<file path="config.mk">
export PLATFORM = sky130hd
export DESIGN_NAME = apb_timer
export DESIGN_NICKNAME = d
export VERILOG_FILES = /design/src/rtl/apb_timer.sv
export SDC_FILE = /design/constraint.sdc
export NUM_CORES = 1
export LEC_CHECK = 0
export CAP_MARGIN = 20
export CELL_PAD_IN_SITES_DETAIL_PLACEMENT = 1
export CELL_PAD_IN_SITES_GLOBAL_PLACEMENT = 1
export CORE_MARGIN = 3
export CORE_UTILIZATION = 38
export CTS_CLUSTER_DIAMETER = 50
export DETAILED_ROUTE_END_ITERATION = 10
export GPL_TIMING_DRIVEN = 0
export PLACE_DENSITY_LB_ADDON = 0.1
export SYNTH_ARGS = -nofsm -noshare
export SYNTH_HDL_FRONTEND = slang
export SYNTH_SLANG_ARGS = --single-unit
</file>
<file path="constraint.sdc">
create_clock -name PCLK -period 4.71 [get_ports PCLK]
set_input_delay 1.413 -clock PCLK [delete_from_list [all_inputs] [get_ports PCLK]]
set_output_delay 1.413 -clock PCLK [all_outputs]
set_load 0.05 [all_outputs]
</file>
<file path="src/rtl/apb_timer.sv">
//==============================================================================
// Module      : apb_timer
// Description : APB completer with a 32-bit down-counting timer and a
//               programmable number of access-phase wait states.
// Revision    : 1.0 - initial release
//==============================================================================
`timescale 1ns/1ps
`default_nettype none

module apb_timer #(
    parameter int WAIT_STATES = 1
) (
    input  logic        PCLK,
    input  logic        PRESETn,
    input  logic        PSEL,
    input  logic        PENABLE,
    input  logic        PWRITE,
    input  logic [31:0] PADDR,
    input  logic [31:0] PWDATA,
    input  logic [3:0]  PSTRB,
    input  logic [2:0]  PPROT,
    output logic        PREADY,
    output logic        PSLVERR,
    output logic [31:0] PRDATA,
    output logic        IRQ
);

    localparam logic [2:0] c_wait_last  = 3'(WAIT_STATES);
    localparam logic [1:0] c_idx_ctrl   = 2'd0;
    localparam logic [1:0] c_idx_load   = 2'd1;
    localparam logic [1:0] c_idx_value  = 2'd2;
    localparam logic [1:0] c_idx_status = 2'd3;

    typedef enum logic [1:0] {
        ST_IDLE   = 2'd0,
        ST_SETUP  = 2'd1,
        ST_ACCESS = 2'd2
    } state_t;

    state_t      r_state;
    state_t      w_state_nxt;
    logic [2:0]  r_wait;
    logic [2:0]  w_wait_nxt;
    logic        w_ready;

    logic        r_en;
    logic        r_auto;
    logic        r_irqen;
    logic [31:0] r_load;
    logic [31:0] r_value;
    logic        r_expired;

    logic        w_en_nxt;
    logic        w_auto_nxt;
    logic        w_irqen_nxt;
    logic [31:0] w_load_nxt;
    logic [31:0] w_value_nxt;
    logic        w_expired_nxt;

    logic [1:0]  w_idx;
    logic        w_addr_bad;
    logic        w_err;
    logic        w_wr;
    logic        w_wr_ctrl;
    logic        w_wr_load;
    logic        w_clr;
    logic        w_expire;
    logic [31:0] w_load_merged;
    logic [31:0] w_rd_mux;
    logic        w_unused;

    assign w_unused = &{1'b0, PPROT[2:1]};

    //--------------------------------------------------------------------------
    // Transfer FSM; SETUP is entered at the end of the bus setup cycle, so
    // the first access cycle is evaluated while the register still says SETUP.
    //--------------------------------------------------------------------------
    always_ff @(posedge PCLK) begin
        if (!PRESETn) begin
            r_state <= ST_IDLE;
            r_wait  <= 3'd0;
        end else begin
            r_state <= w_state_nxt;
            r_wait  <= w_wait_nxt;
        end
    end

    always_comb begin
        w_state_nxt = r_state;
        w_wait_nxt  = r_wait;
        w_ready     = 1'b0;
        case (r_state)
            ST_IDLE: begin
                if (PSEL && !PENABLE) begin
                    w_state_nxt = ST_SETUP;
                    w_wait_nxt  = 3'd0;
                end
            end
            ST_SETUP, ST_ACCESS: begin
                if (!PSEL) begin
                    w_state_nxt = ST_IDLE;
                end else if (!PENABLE) begin
                    w_state_nxt = ST_SETUP;
                    w_wait_nxt  = 3'd0;
                end else if (r_wait == c_wait_last) begin
                    w_ready     = 1'b1;
                    w_state_nxt = ST_IDLE;
                end else begin
                    w_state_nxt = ST_ACCESS;
                    w_wait_nxt  = r_wait + 3'd1;
                end
            end
            default: begin
                w_state_nxt = ST_IDLE;
            end
        endcase
    end

    // Reset masks completion so a transfer in flight can never commit.
    assign PREADY = w_ready & PRESETn;

    //--------------------------------------------------------------------------
    // Address decode and error classification
    //--------------------------------------------------------------------------
    assign w_idx      = PADDR[3:2];
    assign w_addr_bad = (PADDR[31:4] != 28'd0) || (PADDR[1:0] != 2'd0);
    assign w_err      = w_addr_bad
                     || (PWRITE && (w_idx == c_idx_value))
                     || (PWRITE && (w_idx == c_idx_ctrl) && !PPROT[0]);

    assign w_wr      = PREADY && PWRITE && !w_err;
    assign w_wr_ctrl = w_wr && (w_idx == c_idx_ctrl) && PSTRB[0];
    assign w_wr_load = w_wr && (w_idx == c_idx_load) && (PSTRB != 4'd0);
    assign w_clr     = w_wr && (w_idx == c_idx_status) && PSTRB[0] && PWDATA[0];

    for (genvar b = 0; b < 4; b++) begin : g_lane
        assign w_load_merged[8*b +: 8] = PSTRB[b] ? PWDATA[8*b +: 8] : r_load[8*b +: 8];
    end

    //--------------------------------------------------------------------------
    // Timer next state: counter action first, then bus writes override the
    // fields they touch; a same-cycle expiry beats the W1C clear.
    //--------------------------------------------------------------------------
    assign w_expire = r_en && (r_value == 32'd0);

    always_comb begin
        w_en_nxt      = r_en;
        w_auto_nxt    = r_auto;
        w_irqen_nxt   = r_irqen;
        w_load_nxt    = r_load;
        w_value_nxt   = r_value;
        w_expired_nxt = w_expire | (r_expired & ~w_clr);
        if (r_en) begin
            if (r_value != 32'd0) begin
                w_value_nxt = r_value - 32'd1;
            end else if (r_auto) begin
                w_value_nxt = r_load;
            end else begin
                w_en_nxt = 1'b0;
            end
        end
        if (w_wr_ctrl) begin
            w_en_nxt    = PWDATA[0];
            w_auto_nxt  = PWDATA[1];
            w_irqen_nxt = PWDATA[2];
        end
        if (w_wr_load) begin
            w_load_nxt  = w_load_merged;
            w_value_nxt = w_load_merged;
        end
    end

    always_ff @(posedge PCLK) begin
        if (!PRESETn) begin
            r_en      <= 1'b0;
            r_auto    <= 1'b0;
            r_irqen   <= 1'b0;
            r_load    <= 32'd0;
            r_value   <= 32'd0;
            r_expired <= 1'b0;
        end else begin
            r_en      <= w_en_nxt;
            r_auto    <= w_auto_nxt;
            r_irqen   <= w_irqen_nxt;
            r_load    <= w_load_nxt;
            r_value   <= w_value_nxt;
            r_expired <= w_expired_nxt;
        end
    end

    //--------------------------------------------------------------------------
    // Read path and response
    //--------------------------------------------------------------------------
    always_comb begin
        w_rd_mux = 32'd0;
        case (w_idx)
            c_idx_ctrl:   w_rd_mux = {29'd0, r_irqen, r_auto, r_en};
            c_idx_load:   w_rd_mux = r_load;
            c_idx_value:  w_rd_mux = r_value;
            c_idx_status: w_rd_mux = {31'd0, r_expired};
            default:      w_rd_mux = 32'd0;
        endcase
    end

    assign PRDATA  = (PREADY && !PWRITE && !w_err) ? w_rd_mux : 32'd0;
    assign PSLVERR = PREADY && w_err;
    assign IRQ     = r_expired & r_irqen;

endmodule

`default_nettype wire

</file>
Word-level counts from Yosys, hierarchy flattened
Index checks and enable logic that the tools add are counted.
- flip-flop bits (word level): 73
- bits of input ports: 76
- output and inout bits: 35
- logic and storage cells: 89
- add/sub/neg operators: 2
- eq/ne operators: 9
- muxes and demuxes: 28
- bitwise gates (word level): 5
- reduce and logical (&&, ||, !) cells: 37
- operators by type and width (kind ; number):
    $mux W32 ; 5
    $pmux W32 S4 ; 1
    $logic_not A32 Y1 ; 1
    $mux W8 ; 4
    $reduce_bool A32 Y1 ; 1
    $sub A32 B1 Y32 const B ; 1
    $reduce_bool A28 Y1 ; 1
    $logic_and A1 B1 Y1 ; 17
    $mux W3 ; 4
    $mux W1 ; 8
    $mux W2 ; 4
    $eq A2 B2 Y1 const B ; 3
    $pmux W3 S2 ; 1
    $reduce_bool A2 Y1 ; 3
    $eq A2 B1 Y1 const B ; 2
    $logic_not A1 Y1 ; 4
    $logic_not A2 Y1 ; 2
    $ne A2 B2 Y1 const B ; 2
    $pmux W2 S2 ; 1
    $reduce_and A4 Y1 ; 1
    $reduce_bool A4 Y1 ; 1
    $add A3 B1 Y3 const B ; 1
    $and A1 B1 Y1 ; 3
    $eq A3 B1 Y1 const B ; 1
    7 further kinds ; 9

Longest topological paths before layout
- depth after elaboration: 14
- mapped depth: 10
- depth with buffers taken out: 8

Worst setup path after synthesis
Ideal clock, no wire load.
- kind: input to output
- from: input PENABLE
- to: output PRDATA[10]
- arrival time: 3.558 ns
- data required time: 3.297 ns
- setup slack: -0.261 ns
- stages: 5
- path buffers: 1
- path through: nand2_1 nor2_1 nand3b_1 clkbuf_1 nor2_1
- cells in the longest elaborated chain, start to end: 7
- RTL lines (element ; RTL line ; RTL):
    start: declaration ; 16 ; input logic PENABLE,
    $mux W1 ; 102 ; end else if (!PENABLE) begin
    $mux W1 ; 100 ; if (!PSEL) begin
    $mux W1 ; 92 ; case (r_state)
    $and A1 B1 Y1 ; 120 ; assign PREADY = w_ready & PRESETn;
    named net PREADY ; 22 ; output logic PREADY,
    $logic_and A1 B1 Y1 (2 in series) ; 205 ; assign PRDATA = (PREADY && !PWRITE && !w_err) ? w_rd_mux : 32'd0;
    $mux W32 ; 205 ;
    end: declaration ; 24 ; output logic [31:0] PRDATA,
The timed path passes the listed nets, and every way through them passes these cells.

Worst setup path in the final report
- from: input PPROT[0]
- to: output PRDATA[28]
- cells in the longest elaborated chain, start to end: 6
- RTL lines (element ; RTL line ; RTL):
    start: declaration ; 21 ; input logic [2:0] PPROT,
    $logic_not A1 Y1 ; 129 ; || (PWRITE && (w_idx == c_idx_ctrl) && !PPROT[0]);
    $logic_and A1 B1 Y1 ; 129 ;
    $logic_or A1 B1 Y1 ; 129 ;
    $logic_not A1 Y1 ; 205 ;
    $logic_and A1 B1 Y1 ; 205 ;
    $mux W32 ; 205 ;
No other way between the ends.

==> run summary <==
The run finished with clean final reports. The transition time at the pin with the least slew margin is 1.02 ns. The worst clock skew is around 0.0076 ns. The number of endpoints failing setup at the final stage came out at 0. The sequential share of the synthesized area came out at ~28%. The biggest cell delay along the critical path is 0.46 ns.

The synthesized area per cell is 7.97 um2. The worst hold path belongs to the class reg2reg. The fraction of final layout cells with drive strength greater than 1 is 20.3%. The via count came out at 5,903. The number of inserted diodes is 0.

Walking the worst path, the cells encountered are clkdlybuf4s50_1, nor2b_1, o2111ai_2, nor3_2, nand3b_1, buf_6, clkbuf_16, nor2_4, buf_8. After clock tree synthesis, the flow added hold-fix buffers numbering 0. The register-to-register path setup slack is 1.51 ns. The data arrival time of the critical path came out at 3.26 ns. The top cell family by delay on the critical path is buffers and inverters. The worst register-to-register path begins at r_state[1].

The initial antenna violation count is 0. The number of nets in the synthesized netlist came out at 736. The quantity of I/O buffers inserted on ports is 104. The total instance count after detailed placement came out at 934. The path with the worst hold slack has its endpoint at r_load[9]. The worst hold path cell count is 2. The number of I/O pins came out at around 110. The category of the worst setup path capture point is an output port.

The normalized max-slew margin is 30.8%. The register clock-pin slew on the reported worst setup and hold paths came out at ~0.060 ns. The area share of the largest cell type after synthesis came out at 28.0%.

The final count of pins violating max slew came to 0. The first-pass GRT wire length came out at 34.4 mm. The area taken by multi-input logic gates came out at 3770 um2. After technology mapping, the gate count stands at between 600 and 700.

The total length of routed wires is approximately 23 mm. The worst hold path begins at r_load[9]. The number of cells on the worst reg-to-reg path came out at 10. TritonCTS built the clock tree. The die is roughly 120 um tall. The power density over the cells came out at 210 nW/um2. The floorplan step set the die width to 123 um. The clock net sink count is 73. The remaining global-route overflow is 0. The via-per-instance ratio is 6.16. The total placed instance area is 6480 um2. The synthesis warning total is 0. The sum of net half-perimeters after detailed placement came out at 15.9 mm. The distinct cell type count after synthesis came out at 60. The summed instance area of the synthesized netlist is around 5200 um2. The number of remaining DRC errors came out at 0. The critical path required time came out at 3.30 ns. The final clock period utilization by the worst path is ~99%.

On the critical path, the stage with the largest delay is an instance of clkdlybuf4s50_1. Clock tree synthesis selected as its root buffer the cell clkbuf_16. The congestion estimate from routability-driven global placement came to just under 0.9. The number of buffers inserted during clock tree synthesis is 9.

The worst setup path is launched from a primary input. The layout filler cell count is 1,566. The clock reaches the later pin of the worst-skew pair after 0.35 ns.

The maximum clock frequency is 0.214 GHz. The area of the core came out at 13,300 um2. In the post-synthesis netlist, the biggest area contributors are dfxtp_1 28%, mux2i_1 8.4%, nor2_1 5.2%. The post-synthesis to final-layout area growth came out at 42.7%. The worst setup path is of the in2out kind.

In this run the critical register-to-register path is captured at r_value[24]. dfxtp_1 takes more of the synthesized area than any other cell. The per-cell routed wire length is 23.5 um.

The post-synthesis async set-or-reset flop share is 0%. The number of register bits inferred by synthesis came out at 73. The maximum fanout along the worst path is 8.

The starting DRC count in detailed routing is ~350. The max-cap violation count is 0. The worst supply voltage drop on vdd came out at 0.167 mV. The number of nets at the end of the flow came out at 860.

The buffer depth of the longest clock path is 2. The number of detailed-routing iterations run before antenna repair came out at 5. The number of global-route vias before repair came out at 6,232. The post-layout total power is 1560 uW. The number of flops mapped to enable cells by yosys came out at 0. Row generation in the floorplan step produced 42 rows. Summing all non-filler instances in the final layout gives an area of 7440 um2. The initial core utilization is between 30% and 40%.

The post-layout minimum cycle time came out at 4.67 ns. The leakage power of the design came out at 0.00282 uW. The register area is ~1500 um2. The number of H-tree levels is 3.

The die covers 15,200 um2. Together, buffers and inverters on the worst path number 4. The final cell count without fillers came out at 959. The number of antenna-violating nets in the routed design is 0. Entering global routing, the biggest net connects 13 pins. In the synthesized netlist the dominant register cell turns out to be dfxtp_1. The overall track demand over capacity in global routing came out at 29.4%. The number of hold violations in the final report came to 0.
==> cells by family (layout without fill, tap and decap cells) <==
| group | after synthesis | after routing | share of synthesized area [%] |
|---|---|---|---|
| fa+ha+maj | 6 | 6 | 1.44 |
| mux | 59 | 59 | 11.9 |
| flops | 73 | 73 | 28.0 |
| simple gates | 271 | 271 | 27.8 |
| xor+xnor | 3 | 3 | 0.504 |
| buf+inv | 62 | 191 | 5.47 |
| compound gates | 180 | 180 | 24.8 |
==> tightest hold or removal path, delay by kind of cell (launching register included) <==
family	cells	cell delay, ns
AO/OA/AOI/OAI	1	0.07
flip-flops	1	0.34
AND/OR/NAND/NOR	1	0.06
==> state kept, by name (all words and copies together) (netlist names) <==
register,flops
r_state,2
r_auto,1
r_load,32
r_value,32
r_expired,1
r_en,1
r_irqen,1
r_wait,3
==> report_power, final <==
| part | leakage (uW) | switching (uW) | internal, uW |
|---|---|---|---|
| logic | 0.00207 | 77.8 | 79.5 |
| registers | 0.000588 | 0.556 | 618 |
| clock network | 0.000162 | 295 | 491 |
==> cell usage after synthesis (all sizes together) (6+ instances only) <==
cell type,count
dfxtp,73
nor2,72
nand2,45
mux2i,44
clkbuf,38
a22oi,31
nor2b,28
a21oi,27
nand3,26
o21ai,24
nor4,23
a21boi,19
a2bb2oi,19
nor3,19
o22ai,18
mux2,14
buf,13
o211ai,12
inv,11
or3,11
nand4,10
or4,10
o31ai,9
ha,6
or2,6
==> cells in the final DEF, fill, tap and decap left out, drive strengths merged, types with 3 or more instances in the layout <==
cell	n
o21a	4
nor2b	28
mux2	14
clkbuf	53
and2	4
o22ai	18
nor2	72
a31oi	4
or4	10
and4	3
a21oi	27
ha	6
nand4	10
nor3	19
nand2	45
dlymetal6s2s	18
clkdlybuf4s50	48
nand3	26
o31ai	9
mux2i	44
or2	6
or3	11
nand2b	3
o211ai	12
dlygate4sd2	5
buf	51
o21ai	24
dfxtp	73
inv	11
a21boi	19
a2bb2oi	19
nor4	23
a22oi	31
==> how the worst max path moves through the flow <==
| stage | start | to | slack (ns) | cells past startpoint |
|---|---|---|---|---|
| finish | PPROT[0] | PRDATA[28] | 0.04 | 9 |
| global route | PADDR[27] | PRDATA[28] | -0.04 | 9 |
| CTS | PADDR[30] | PRDATA[25] | -0.01 | 9 |
| detailed placement | PADDR[28] | PRDATA[16] | -1.57 | 8 |
| global placement | PADDR[5] | PRDATA[18] | -1.40 | 8 |
| floorplan | PADDR[2] | PRDATA[10] | -0.18 | 7 |
==> final cells by class <==
cell class,count,share of cell area (%)
buffer,51,4.22
inverter,11,0.555
timing repair buffer,113,17.6
clock inverter,5,1.04
tap,176,2.96
multi-input combinational,519,50.6
sequential,73,19.6
clock buffer,11,3.40
==> layer usage <==
metal  GRT usage, %  up-vias  routed length (um)
met5              0        -                   0
li1               -     2716                   -
met4           11.1        0                 576
met2           50.7      207               11300
met1           37.4     2927                9510
met3           3.80       53                1120
==> stage by stage <==
step                      hold WS [ns]  util (%)  setup WS [ns]  setup TNS (ns)
after floorplan                  0.461         -         -0.183           -5.51
after global placement           0.486      48.5          -1.40          -43.56
after detailed placement         0.501      48.5          -1.57          -48.22
after CTS                        0.512      54.4        -0.0133         -0.0384
after global routing             0.536      55.8        -0.0387          -0.108
final                            0.516      55.8         0.0397               0
==> what timing repair did <==
| action | 4_1_cts | 5_1_grt |
|---|---|---|
| cloned | 3 | 0 |
| resized for setup | 316 | 50 |
| setup buffers | 3 | 3 |
| endpoints found under the hold margin | 0 | 0 |
| pin swaps | 15 | 31 |
| setup endpoints to repair | 34 | 33 |
Power figures use the tool's default switching activity.
